$ cat config.mk
export PLATFORM = sky130hd
export DESIGN_NAME = seq_muldiv_unit
export DESIGN_NICKNAME = d
export VERILOG_FILES = /design/src/rtl/seq_muldiv_pkg.sv /design/src/rtl/seq_muldiv_unit.sv
export SDC_FILE = /design/constraint.sdc
export NUM_CORES = 1
export LEC_CHECK = 0
export CAP_MARGIN = 25
export CORE_MARGIN = 5
export CORE_UTILIZATION = 30
export DETAILED_ROUTE_END_ITERATION = 7
export PLACE_DENSITY = 0.57
export SLEW_MARGIN = 0
export SYNTH_ARGS = -nofsm -noshare
export SYNTH_HDL_FRONTEND = slang
export SYNTH_SLANG_ARGS = --single-unit
$ cat constraint.sdc
create_clock -name clk -period 3.5 [get_ports clk]
set_clock_uncertainty 0.15 [all_clocks]
set_input_delay 0.525 -clock clk [delete_from_list [all_inputs] [get_ports clk]]
set_output_delay 0.525 -clock clk [all_outputs]
set_load 0.005 [all_outputs]
$ cat src/rtl/seq_muldiv_pkg.sv
// Shared types for the sequential multiply/divide unit.
// Holds operation modes, FSM states and the step counter width helper.
package seq_muldiv_pkg;

  typedef enum logic [1:0] {
    MODE_UMUL = 2'b00,
    MODE_SMUL = 2'b01,
    MODE_UDIV = 2'b10,
    MODE_SDIV = 2'b11
  } mode_e;

  typedef enum logic [1:0] {
    IDLE,
    RUN,
    FIX,
    DONE
  } state_e;

  function automatic int cnt_w(input int w);
    return $clog2(w + 1);
  endfunction

endpackage

$ cat src/rtl/seq_muldiv_unit.sv
// Sequential shift-add multiplier / restoring divider, one bit per clock.
// Ports: clk, reset (async high), start/mode/A/B in; result, busy, done, err out.
module seq_muldiv_unit
  import seq_muldiv_pkg::*;
#(
  parameter int W = 8
) (
  input  logic           clk,
  input  logic           reset,
  input  logic           start,
  input  logic [1:0]     mode,
  input  logic [W-1:0]   A,
  input  logic [W-1:0]   B,
  output logic [2*W-1:0] result,
  output logic           busy,
  output logic           done,
  output logic           err
);

  localparam int CW = cnt_w(W);

  state_e         state_q, state_d;
  mode_e          mode_q, mode_d;
  logic           sa_q, sa_d;
  logic           sb_q, sb_d;
  logic           bz_q, bz_d;
  logic [W-1:0]   a_q, a_d;
  logic [W-1:0]   opnd_q, opnd_d;
  logic [2*W-1:0] acc_q, acc_d;
  logic [CW-1:0]  cnt_q, cnt_d;
  logic [2*W-1:0] res_q, res_d;
  logic           err_q, err_d;
  logic           done_q, done_d;

  logic           in_sgn;
  logic           in_div;
  logic           is_div;
  logic [W-1:0]   a_mag;
  logic [W-1:0]   b_mag;
  logic [W:0]     msum;
  logic [W:0]     rsh;
  logic [W:0]     rdiff;
  logic [W-1:0]   qsh;
  logic [W-1:0]   quo;
  logic [W-1:0]   rem;

  always_comb begin
    state_d = state_q;
    mode_d  = mode_q;
    sa_d    = sa_q;
    sb_d    = sb_q;
    bz_d    = bz_q;
    a_d     = a_q;
    opnd_d  = opnd_q;
    acc_d   = acc_q;
    cnt_d   = cnt_q;
    res_d   = res_q;
    err_d   = err_q;
    done_d  = 1'b0;

    in_sgn = mode[0];
    in_div = mode[1];
    is_div = (mode_q == MODE_UDIV) ||
             (mode_q == MODE_SDIV);

    // |-2^(W-1)| wraps to 2^(W-1), exact as unsigned W bits
    a_mag = (in_sgn && A[W-1]) ? -A : A;
    b_mag = (in_sgn && B[W-1]) ? -B : B;

    // Multiply: acc = {hi, lo}; lo holds the multiplier
    msum = {1'b0, acc_q[2*W-1:W]} + {1'b0, opnd_q};

    // Divide: acc = {rem, quo}; W+1 bit trial subtract
    rsh   = {acc_q[2*W-1:W], acc_q[W-1]};
    qsh   = {acc_q[W-2:0], 1'b0};
    rdiff = rsh - {1'b0, opnd_q};

    quo = acc_q[W-1:0];
    rem = acc_q[2*W-1:W];

    unique case (state_q)
      IDLE: begin
        if (start) begin
          mode_d = mode_e'(mode);
          sa_d   = in_sgn & A[W-1];
          sb_d   = in_sgn & B[W-1];
          bz_d   = (B == '0);
          a_d    = A;
          cnt_d  = '0;
          if (in_div) begin
            opnd_d = b_mag;
            acc_d  = {{W{1'b0}}, a_mag};
          end else begin
            opnd_d = a_mag;
            acc_d  = {{W{1'b0}}, b_mag};
          end
          state_d = RUN;
        end
      end
      RUN: begin
        cnt_d = cnt_q + 1'b1;
        if (is_div) begin
          if (rdiff[W])
            acc_d = {rsh[W-1:0], qsh};
          else
            acc_d = {rdiff[W-1:0], qsh | 1'b1};
        end else begin
          if (acc_q[0])
            acc_d = {msum, acc_q[W-1:1]};
          else
            acc_d = {1'b0, acc_q[2*W-1:1]};
        end
        if (cnt_q == CW'(W - 1))
          state_d = FIX;
      end
      FIX: begin
        if (is_div) begin
          if (bz_q) begin
            // Divide by zero: report raw dividend, skip sign fix
            res_d = {a_q, {W{1'b1}}};
            err_d = 1'b1;
          end else begin
            res_d = {(sa_q ? -rem : rem),
                     ((sa_q ^ sb_q) ? -quo : quo)};
            err_d = 1'b0;
          end
        end else begin
          res_d = (sa_q ^ sb_q) ? -acc_q : acc_q;
          err_d = 1'b0;
        end
        state_d = DONE;
      end
      DONE: begin
        done_d  = 1'b1;
        state_d = IDLE;
      end
      default: state_d = IDLE;
    endcase
  end

  always_ff @(posedge clk or posedge reset) begin
    if (reset) begin
      state_q <= IDLE;
      mode_q  <= MODE_UMUL;
      sa_q    <= 1'b0;
      sb_q    <= 1'b0;
      bz_q    <= 1'b0;
      a_q     <= '0;
      opnd_q  <= '0;
      acc_q   <= '0;
      cnt_q   <= '0;
      res_q   <= '0;
      err_q   <= 1'b0;
      done_q  <= 1'b0;
    end else begin
      state_q <= state_d;
      mode_q  <= mode_d;
      sa_q    <= sa_d;
      sb_q    <= sb_d;
      bz_q    <= bz_d;
      a_q     <= a_d;
      opnd_q  <= opnd_d;
      acc_q   <= acc_d;
      cnt_q   <= cnt_d;
      res_q   <= res_d;
      err_q   <= err_d;
      done_q  <= done_d;
    end
  end

  // done is registered off DONE, so busy covers the pulse cycle too
  assign result = res_q;
  assign err    = err_q;
  assign done   = done_q;
  assign busy   = (state_q != IDLE) | done_q;

endmodule

# Yosys cells after proc, flatten, opt, wreduce, memory -nomap -nowiden
# Index checks and enable logic that the tools add are counted.
# totals
reg_bits,61
word_cells,64
# op_classes
bitwise,4
eq_ne,8
reduce_logical,10
n_addsub,8
n_mux,22
# ops
operator,n
2-to-1 mux 16 bit,7
2-to-1 mux 8 bit,6
negation 8 bit,4
one-hot mux 16 bit (2 select lines),1
negation 16 bit,1
adder 8 x 8 -> 9 bit,1
subtractor 9 x 8 -> 9 bit,1
"equality test 2 bit, second input constant",4
logical NOT 8 bit,1
one-hot mux 2 bit (4 select lines),1
one-hot mux 4 bit (2 select lines),1
AND reduction 2 bit,3
"adder 4 x 1 -> 4 bit, second input constant",1
"equality test 4 x 3 -> 1 bit, second input constant",1
2-to-1 mux 2 bit,2
2-to-1 mux 4 bit,1
"!= test 2 bit, second input constant",2
nonzero test 2 bit,2
2-to-1 mux 1 bit,3
AND 1 bit,2
"equality test 2 x 1 -> 1 bit, second input constant",1
logical AND 1 bit,2
logical NOT 2 bit,1
logical OR 1 bit,1
other kinds (2),2

# Longest topological paths before layout
# Gate-level depths: netlist of the first run.
# logic_depth
word_depth,5
ltp_mapped,11
mapped_depth_nobuf,10

# Least setup slack after synthesis of the first run
# Ideal clock, no wire load.
# synth_path
kind,reg-to-reg
startpoint,register acc_q[7]
endpoint,register acc_q[13]
stages_incl_launch_ff,12
t_arrival_ns,2.159
setup_slack_ns,1.057
period_less_slack_ns,2.443
n_path_buf,1
setup_time_ns,0.134
path_cell_list,dfrtp_1 -> inv_2 -> ha_1 -> inv_1 -> fa_1 -> a211oi_1 -> nor3_1 -> mux2i_1 -> o2111ai_1 -> buf_4 -> a41oi_1 -> o211ai_1
# synth_via
elab_chain_len,4
# synth_rtl
item,line_no,text
from (decl),seq_muldiv_unit.sv:29,"logic [2*W-1:0] acc_q, acc_d;"
from (signal assigned),seq_muldiv_unit.sv:150,acc_q <= '0;
from (signal assigned),seq_muldiv_unit.sv:163,acc_q <= acc_d;
subtractor 9 x 8 -> 9 bit,seq_muldiv_unit.sv:76,"rdiff = rsh - {1'b0, opnd_q};"
2-to-1 mux 16 bit,seq_muldiv_unit.sv:103,if (rdiff[W])
2-to-1 mux 16 bit,seq_muldiv_unit.sv:102,if (is_div) begin
one-hot mux 16 bit (2 select lines),seq_muldiv_unit.sv:81,unique case (state_q)
# Every way passes these cells.
# A chain may end at the register's enable or synchronous reset.

# Worst setup path after layout of the first run
# layout_path
startpoint,register acc_q[7]
endpoint,register acc_q[9]
# The elaborated chain is that of the path after synthesis.

==> impl_metrics.py, run 1 <==
metrics = {
    "floorplan": {
        "core.rowCount": 45,
        "num_io_pins": 40,
        "start_util_pct": 30.16,
        "die_area_um2": 17670,
        "fp.dieW_um": 132.9,
        "die_h_um": 132.9,
        "core-area_um2": 15030,
    },
    "synth": {
        "share_of_the_yosys_chip_area_belonging_to_registers_pct": 33.11,
        "synthesis.nets": 574,
        "synth_cells": 526,
        "synth_edf_count": 0,
        "synth_area_um2": 4534,
        "synth.most_common_cell": "sky130_fd_sc_hd__dfrtp_1",
        "synth_top_flop_cell": "sky130_fd_sc_hd__dfrtp_1",
        "yosys_warnings": 0,
        "synthesis_stage_register_bit_count": 60,
        "synth_top_area_cells": "sky130_fd_sc_hd__dfrtp_1 33%, sky130_fd_sc_hd__ha_1 6.9%, sky130_fd_sc_hd__nor2_1 4.4%",
        "yosys.area.top_type_share_pct": 33.11,
        "async_flop_share_pct": 100.0,
        "synth_top_cell_by_area": "sky130_fd_sc_hd__dfrtp_1",
        "post_synth.cell_area_avg_um2": 8.620,
        "synth_cell_types": 68,
        "synth_commonest_cells": "60 x sky130_fd_sc_hd__dfrtp_1, 53 x sky130_fd_sc_hd__nor2_1, 47 x sky130_fd_sc_hd__nand2_1",
    },
    "clocking": {
        "cts-htree-levels": 3,
        "numClockSinks": 60,
        "cts_setup_buffers": 0,
        "cts-resized-gates": 0,
        "clkTransAtPathRegs_ns": 0.05,
        "postCtsHoldBufs": 0,
        "root_buffer": "sky130_fd_sc_hd__clkbuf_16",
        "cts_tree": "built",
        "clock_tree_buffer_depth": 2,
        "tritoncts.num_buffers": 9,
        "worst_skew_pair_latency_ns": 0.33,
    },
    "critical_path": {
        "worstSetupStartpointType": "register",
        "worstPathArrival_ns": 3.03,
        "maximum_fanout_along_the_worst_path": 7,
        "capturing_element_type_of_the_critical_path": "register",
        "crit_type": "register to register",
        "timing.critical_path.required_ns": 3.54,
    },
    "status": {
        "status": "completed",
    },
    "final_layout": {
        "layout.core_utilization_pct": 36.15,
        "finalNetCount": 604,
        "synthToLayoutAreaGrowth_pct": 19.87,
        "share_of_layout_cells_above_drive_strength_1_pct": 9.447,
        "antenna-diode-count": 0,
    },
    "global_route": {
        "grt_pass1_vias": 3796,
        "grt_antenna_before_repair": 0,
        "grt_first_pass_wirelength_um": 19440,
        "gr-total-overflow": 0,
        "grt.total_usage_pct": 13.57,
        "largest_net_degree_at_the_start_of_global_routing": 61,
    },
    "timing": {
        "maxClockFrequency_ghz": 0.3339,
        "max_slew_margin_pct": 37.85,
        "hold_violations": 0,
        "grt_setup_unrepaired": "false",
        "setup-tns-final_ns": 0,
        "drv_slew": 0,
        "finalCriticalPeriod_ns": 2.995,
        "fin_crit_sh_pct": 85.58,
        "worstMarginPinSlew_ns": 0.9293,
        "report.final.setup_viol": 0,
    },
    "routing": {
        "detailedRoute.firstIterationViolations": 302,
        "vias_per_cell": 5.267,
        "dr.pass1.iters": 5,
        "detail-route-antenna-nets": 0,
        "sum_of_routed_wire_length_over_all_layers_um": 11810,
        "detail_route.wl_per_cell_um": 15.77,
        "detailroute.via_count": 3945,
        "drt_drc_violations_left": 0,
    },
    "pwr": {
        "ir_worst_vdd_v": 0.0003587,
        "leakage_component_of_the_power_nw": 2.335,
        "power_density_nw_per_um2": 974.2,
    },
    "worst_hold_path": {
        "hold_class": "register to register",
    },
    "placed_design": {
        "gp_routability_congestion": 0.8712,
        "portBuffers": 39,
        "dp_hpwl_um": 9060,
    },
    "job": {
        "reported_max_cap_violation_count": 0,
    },
}
==> per-stage QoR <==
| stage | hold slack, ns | instances | instance area (um^2) | setup slack, ns | power (mW) |
|---|---|---|---|---|---|
| 3_3_place_gp | 0.3271 | 732 | 5106 | 0.5894 | 4.275 |
| 5_1_grt | 0.3646 | 749 | 5435 | 0.2424 | 5.747 |
| 6_report | 0.3372 | 749 | 5435 | 0.5049 | 5.295 |
| 2_1_floorplan | 0.3051 | 526 | 4534 | 1.057 | 3.499 |
| 3_5_place_dp | 0.3323 | 733 | 5117 | 0.5761 | 4.358 |
| 4_1_cts | 0.3449 | 749 | 5435 | 0.5473 | 5.334 |
==> final cells by class <==
class,count,area [um^2]
Timing Repair Buffer,50,489.2
Inverter,32,120.1
Tap cell,188,235.2
Sequential cell,60,1501
Clock buffer,10,229.0
Multi-Input combinational cell,403,2771
Fill cell,1522,9598
Clock inverter,6,88.84
==> critical path, stage by stage, from the launching register on <==
cell and delay [ns]:
sky130_fd_sc_hd__dfrtp_1 0.40, sky130_fd_sc_hd__inv_2 0.10, sky130_fd_sc_hd__ha_1 0.16, sky130_fd_sc_hd__inv_1 0.05, sky130_fd_sc_hd__fa_1 0.40, sky130_fd_sc_hd__a211oi_1 0.30, sky130_fd_sc_hd__nor3_1 0.12, sky130_fd_sc_hd__mux2i_1 0.16
sky130_fd_sc_hd__o2111ai_1 0.41, sky130_fd_sc_hd__buf_4 0.33, sky130_fd_sc_hd__mux2i_1 0.15, sky130_fd_sc_hd__o221ai_1 0.12
==> where the power goes <==
group	internal, mW	switching, mW
Sequential	1.01	0.392
Combinational	1.38	1.56
Clock	0.623	0.327
==> flip-flops by register name (all words and copies together) (netlist names) <==
register / cells
opnd_q: 8
result: 16
sa_q: 1
state_q: 2
done: 1
err: 1
cnt_q: 4
sb_q: 1
acc_q: 16
bz_q: 1
mode_q: 1
a_q: 8
==> final timing paths <==
kind / startpoint / to / slack [ns] / depth (start not counted)
worst max-delay path: acc_q[7] / acc_q[9] / 0.50 / 11
worst min-delay path: a_q[7] / a_q[7] / 0.34 / 1
worst max register to register: acc_q[7] / acc_q[9] / 0.50 / 11
worst min register to register: a_q[7] / a_q[7] / 0.34 / 1
max in group asynchronous: reset / mode_q[1] / 2.51 / 3
min in group asynchronous: reset / result[5] / 0.42 / 3
==> per-layer routing <==
| metal | GRT usage, % | wire, um |
|---|---|---|
| met2 | 21.25 | 5436 |
| met1 | 18.85 | 5659 |
| met5 | 0 | 0 |
| met4 | 2.945 | 159 |
| met3 | 3.536 | 556 |
==> kinds of logic after synthesis <==
family          synth area share [%]
simple gates                   15.89
buf+inv                        5.767
flops                          33.11
mux                            8.305
compound gates                 21.85
fa+ha+maj                      7.781
xor+xnor                       7.285
==> layout by cell type (no fill, tap or decap), drive strengths merged, types with 3 or more instances in the layout <==
cell / instances
ha: 25
nand3: 8
a211o: 4
o21ai: 44
nand2: 47
buf: 11
clkbuf: 10
nor3: 9
dfrtp: 60
nor2: 53
inv: 32
mux2: 18
o31ai: 4
xor2: 14
a21oi: 37
o211ai: 10
mux2i: 17
o2111ai: 3
a31oi: 5
xnor2: 22
a211oi: 10
o221ai: 4
a22o: 4
clkdlybuf4s50: 39
a21o: 8
nand2b: 16
(Power assumes the default switching activity.)
==> inputs of run 2 (changes only) <==
--- a/config.mk
+++ b/config.mk
@@ -7,10 +7,9 @@
 export LEC_CHECK = 0
 export CAP_MARGIN = 25
 export CORE_MARGIN = 5
-export CORE_UTILIZATION = 30
+export CORE_UTILIZATION = 35
 export DETAILED_ROUTE_END_ITERATION = 7
-export PLACE_DENSITY = 0.57
-export SLEW_MARGIN = 0
+export PLACE_DENSITY = 0.63
 export SYNTH_ARGS = -nofsm -noshare
 export SYNTH_HDL_FRONTEND = slang
 export SYNTH_SLANG_ARGS = --single-unit
==> impl_metrics.py, run 2 (synthesis gave the netlist of run 1 again) <==
metrics = {
    "floorplan": {
        "die_h_um": 123.8,
        "fp.dieW_um": 123.8,
        "num_io_pins": 40,
        "start_util_pct": 35.79,
        "core-area_um2": 12670,
        "core.rowCount": 41,
        "die_area_um2": 15330,
    },
    "timing": {
        "fin_crit_sh_pct": 78.97,
        "maxClockFrequency_ghz": 0.3618,
        "report.final.setup_viol": 0,
        "max_slew_margin_pct": 35.95,
        "setup-tns-final_ns": 0,
        "hold_violations": 0,
        "grt_setup_unrepaired": "false",
        "worstMarginPinSlew_ns": 0.9585,
        "drv_slew": 0,
        "finalCriticalPeriod_ns": 2.764,
        "finalHoldWorstSlack_ns": 0.3419,
        "timing.final.ws_setup_ns": 0.7359,
    },
    "critical_path": {
        "worstPathArrival_ns": 2.84,
        "maximum_fanout_along_the_worst_path": 11,
        "timing.critical_path.required_ns": 3.58,
        "crit_type": "register to register",
        "capturing_element_type_of_the_critical_path": "register",
        "worstSetupStartpointType": "register",
    },
    "final_layout": {
        "share_of_layout_cells_above_drive_strength_1_pct": 9.302,
        "synthToLayoutAreaGrowth_pct": 18.24,
        "instances_no_fill": 731,
        "mostFrequentLayoutCell": "sky130_fd_sc_hd__dfrtp_1",
        "mostFrequentLayoutCells": "60 x sky130_fd_sc_hd__dfrtp_1, 53 x sky130_fd_sc_hd__nor2_1, 47 x sky130_fd_sc_hd__nand2_1",
        "layout.core_utilization_pct": 42.31,
        "finalNetCount": 603,
        "fillers": 1261,
        "final_design_area_excluding_fillers_um2": 5361,
        "antenna-diode-count": 0,
    },
    "clocking": {
        "numClockSinks": 60,
        "root_buffer": "sky130_fd_sc_hd__clkbuf_16",
        "cts-htree-levels": 3,
        "worst_skew_pair_latency_ns": 0.34,
        "cts_setup_buffers": 0,
        "clock_tree_buffer_depth": 2,
        "clkTransAtPathRegs_ns": 0.06,
        "cts_tree": "built",
        "cts-resized-gates": 0,
        "postCtsHoldBufs": 0,
        "tritoncts.num_buffers": 9,
    },
    "global_route": {
        "gr-total-overflow": 0,
        "grt_pass1_vias": 4045,
        "grt_antenna_before_repair": 0,
        "grt_first_pass_wirelength_um": 20070,
        "grt.total_usage_pct": 16.71,
        "largest_net_degree_at_the_start_of_global_routing": 31,
    },
    "placed_design": {
        "placement.setup.worst_slack_ns": 0.7815,
        "placed_cell_area_um2": 5074,
        "gp_routability_congestion": 0.9205,
        "dp.cells": 716,
        "dp_hpwl_um": 9201,
        "portBuffers": 39,
    },
    "routing": {
        "detail-route-antenna-nets": 0,
        "drt_drc_violations_left": 0,
        "sum_of_routed_wire_length_over_all_layers_um": 12010,
        "vias_per_cell": 5.421,
        "dr.pass1.iters": 5,
        "detail_route.wl_per_cell_um": 16.43,
        "detailroute.via_count": 3963,
        "detailedRoute.firstIterationViolations": 244,
    },
    "status": {
        "status": "completed",
    },
    "pwr": {
        "ir_worst_vdd_v": 0.0003486,
        "leakage_component_of_the_power_nw": 2.315,
        "power_density_nw_per_um2": 970.3,
        "power_mw": 5.202,
    },
    "job": {
        "reported_max_cap_violation_count": 0,
    },
    "worst_hold_path": {
        "hold_class": "register to register",
    },
}
-- run 2: worst max-delay path, stage by stage, from the launching register on --
cell and delay [ns]:
sky130_fd_sc_hd__dfrtp_1 0.41, sky130_fd_sc_hd__inv_2 0.10, sky130_fd_sc_hd__ha_1 0.17, sky130_fd_sc_hd__inv_1 0.05, sky130_fd_sc_hd__fa_1 0.41, sky130_fd_sc_hd__a211oi_1 0.32
sky130_fd_sc_hd__nor3_1 0.13, sky130_fd_sc_hd__mux2i_1 0.18, sky130_fd_sc_hd__o2111ai_1 0.14, sky130_fd_sc_hd__buf_4 0.21, sky130_fd_sc_hd__mux2i_1 0.14, sky130_fd_sc_hd__o32ai_1 0.25
-- run 2: layout make-up --
class	instances	area, um^2	share of cell area [%]
Clock inverter	3	21.27	0.3967
Clock buffer	12	266.5	4.971
Timing Repair Buffer	49	465.4	8.681
Inverter	32	120.1	2.240
Sequential cell	60	1501	28.00
Multi-Input combinational cell	403	2771	51.69
Tap cell	172	215.2	4.014
-- run 2: path summary, 6_finish.rpt --
kind / cells after the start / startpoint / slack, ns / to
max in group asynchronous: 3 / reset / 2.11 / cnt_q[0]
worst max-delay path: 11 / acc_q[7] / 0.74 / acc_q[14]
worst min register to register: 2 / a_q[1] / 0.34 / a_q[1]
min in group asynchronous: 2 / reset / 0.42 / a_q[4]
worst min-delay path: 2 / a_q[1] / 0.34 / a_q[1]
worst max register to register: 11 / acc_q[7] / 0.74 / acc_q[14]
-- run 2: power breakdown --
part           switching (mW)  internal [mW]
logic                    1.55           1.37
registers               0.428           1.01
clock network           0.318          0.532
-- run 2: per-layer routing --
| layer | global-route usage (%) | wire length [um] | up-vias |
|---|---|---|---|
| li1 | - | - | 1928 |
| met1 | 22.02 | 5597 | 1906 |
| met2 | 26.29 | 5542 | 112 |
| met3 | 4.723 | 671 | 17 |
| met4 | 5.744 | 197 | 0 |
| met5 | 0 | 0 | - |
==> inputs of run 3 (changes only) <==
==> constraint.sdc (replaced) <==
create_clock -name clk -period 2.7 [get_ports clk]
set_clock_uncertainty 0.15 [all_clocks]
set_input_delay 0.405 -clock clk [delete_from_list [all_inputs] [get_ports clk]]
set_output_delay 0.405 -clock clk [all_outputs]
set_load 0.005 [all_outputs]
==> impl_metrics.py, run 3 (synthesis gave the netlist of run 1 again) <==
metrics = {
    "critical_path": {
        "slowest_delay_ns": 0.46,
        "cp_top_family": "compound AO/OA/AOI/OAI gates",
        "worstSetupStartpointType": "register",
        "crit_path_cell_trace": "ha_1 -> fa_1 -> a211oi_2 -> o21bai_1 -> a21o_1 -> a211oi_1 -> a2bb2oi_1 -> o311ai_1",
        "maximum_fanout_along_the_worst_path": 6,
        "capturing_element_type_of_the_critical_path": "register",
        "worstPathArrival_ns": 2.61,
        "crit_type": "register to register",
        "crit_path_top_delay_cell": "sky130_fd_sc_hd__dfrtp_1",
        "critical_path.n_buffers_inverters": 0,
        "timing.critical_path.required_ns": 2.75,
    },
    "timing": {
        "drv_slew": 0,
        "worstMarginPinSlew_ns": 0.8484,
        "report.final.setup_viol": 0,
        "finalCriticalPeriod_ns": 2.563,
        "setup-tns-final_ns": 0,
        "hold_violations": 0,
        "max_slew_margin_pct": 43.44,
        "fin_crit_sh_pct": 94.94,
        "maxClockFrequency_ghz": 0.3901,
        "timing.final.ws_setup_ns": 0.1367,
    },
    "routing": {
        "drt_drc_violations_left": 0,
        "vias_per_cell": 5.309,
        "detailroute.via_count": 3950,
        "detail_route.wl_per_cell_um": 15.74,
        "detail-route-antenna-nets": 0,
        "sum_of_routed_wire_length_over_all_layers_um": 11710,
        "detailedRoute.firstIterationViolations": 238,
        "dr.pass1.iters": 5,
    },
    "floorplan": {
        "die_h_um": 123.8,
        "start_util_pct": 35.79,
        "fp.dieW_um": 123.8,
        "core-area_um2": 12670,
        "die_area_um2": 15330,
        "num_io_pins": 40,
        "core.rowCount": 41,
    },
    "placed_design": {
        "dp_hpwl_um": 9260,
        "placed_cell_area_um2": 5180,
        "portBuffers": 39,
        "gp_routability_congestion": 0.9027,
        "placement.setup.worst_slack_ns": 0.07093,
        "dp.cells": 728,
    },
    "global_route": {
        "grt_first_pass_wirelength_um": 19660,
        "gr-total-overflow": 0,
        "grt_antenna_before_repair": 0,
        "largest_net_degree_at_the_start_of_global_routing": 34,
        "grt.total_usage_pct": 16.50,
        "grt_pass1_vias": 3929,
    },
    "final_layout": {
        "final_design_area_excluding_fillers_um2": 5534,
        "synthToLayoutAreaGrowth_pct": 22.05,
        "share_of_layout_cells_above_drive_strength_1_pct": 11.71,
        "instances_no_fill": 744,
        "mostFrequentLayoutCells": "60 x sky130_fd_sc_hd__dfrtp_1, 53 x sky130_fd_sc_hd__nor2_1, 47 x sky130_fd_sc_hd__nand2_1",
        "finalNetCount": 615,
        "layout.core_utilization_pct": 43.68,
        "mostFrequentLayoutCell": "sky130_fd_sc_hd__dfrtp_1",
        "antenna-diode-count": 0,
    },
    "clocking": {
        "clock_tree_buffer_depth": 2,
        "tritoncts.num_buffers": 9,
        "clkTransAtPathRegs_ns": 0.06,
        "numClockSinks": 60,
        "postCtsHoldBufs": 0,
        "cts-htree-levels": 3,
        "worst_skew_pair_latency_ns": 0.34,
        "cts_setup_buffers": 0,
        "cts_tree": "built",
        "root_buffer": "sky130_fd_sc_hd__clkbuf_16",
    },
    "job": {
        "reported_max_cap_violation_count": 0,
    },
    "status": {
        "status": "completed",
    },
    "pwr": {
        "power_frac_seq_pct": 25.1,
        "combinationalPowerShare_pct": 56.1,
        "power_frac_clock_pct": 18.8,
        "ir_worst_vdd_v": 0.0004811,
        "intPower_mw": 4.105,
        "leakage_component_of_the_power_nw": 2.411,
        "netSwitchingFraction_pct": 42.27,
        "power_density_nw_per_um2": 1285,
        "p_sw_mw": 3.005,
    },
    "worst_hold_path": {
        "hold_class": "primary input to async pin",
    },
}
-- run 3: cell types whose count changed in the layout (fill, tap and decap cells not counted), moves of 2 or more --
cell and change:
sky130_fd_sc_hd__a211oi_1 -2, sky130_fd_sc_hd__bufinv_16 +3, sky130_fd_sc_hd__buf_4 +10, sky130_fd_sc_hd__clkbuf_8 -3
sky130_fd_sc_hd__a211oi_2 +2
-- run 3: worst register-to-register path, cell delays in order, from the launching register on --
cell                        delay, ns
sky130_fd_sc_hd__dfrtp_1         0.46
sky130_fd_sc_hd__ha_1            0.25
sky130_fd_sc_hd__fa_1            0.44
sky130_fd_sc_hd__a211oi_2        0.24
sky130_fd_sc_hd__o21bai_1        0.14
sky130_fd_sc_hd__a21o_1          0.19
sky130_fd_sc_hd__a211oi_1        0.23
sky130_fd_sc_hd__a2bb2oi_1       0.20
sky130_fd_sc_hd__o311ai_1        0.12
-- run 3: per-layer routing --
layer	wire, um	share of wire [%]	vias up	GRT usage (%)
met5	0	0	-	0
met4	375	3.2	0	8.304
met1	5476	47	1882	21.61
met2	5340	46	90	26.02
li1	-	-	1953	-
met3	519	4.4	25	3.088
-- run 3: path summary, 6_finish.rpt --
path | cells past startpoint | slack [ns] | start | end
setup / recovery | 8 | 0.14 | acc_q[8] | acc_q[15]
hold / removal | 2 | 0.31 | reset | a_q[0]
setup reg to reg | 8 | 0.14 | acc_q[8] | acc_q[15]
hold reg to reg | 2 | 0.34 | err | err
max in group asynchronous | 3 | 1.43 | reset | acc_q[14]
min in group clk | 2 | 0.34 | err | err
-- run 3: layout make-up --
type | count | area, um^2
Fill cell | 1227 | 7137
Multi-Input combinational cell | 403 | 2784
Sequential cell | 60 | 1501
Timing Repair Buffer | 61 | 571.8
Clock buffer | 10 | 229.0
Tap cell | 172 | 215.2
Inverter | 32 | 120.1
Clock inverter | 6 | 112.6
-- run 3: through the flow --
stage	power [mW]	hold slack, ns
5_1_grt	7.710	0.3545
2_1_floorplan	4.535	0.3051
6_report	7.110	0.3084
3_5_place_dp	5.763	0.3321
4_1_cts	7.120	0.3239
3_3_place_gp	5.637	0.3175
-- run 3: power by group through the flow --
stage / combinational (mW) / sequential, mW / clock (mW)
floorplan: 2.97 / 1.57 / 0
global placement: 3.85 / 1.78 / 0
detailed placement: 3.96 / 1.80 / 0
CTS: 3.98 / 1.79 / 1.35
global route: 4.46 / 1.85 / 1.40
finish: 3.99 / 1.79 / 1.34
-- run 3: repair_timing --
action | 4_1_cts | 5_1_grt
gates resized for setup | 0 | 3
hold endpoints to repair | 0 | 0
setup endpoints to repair | 0 | 7
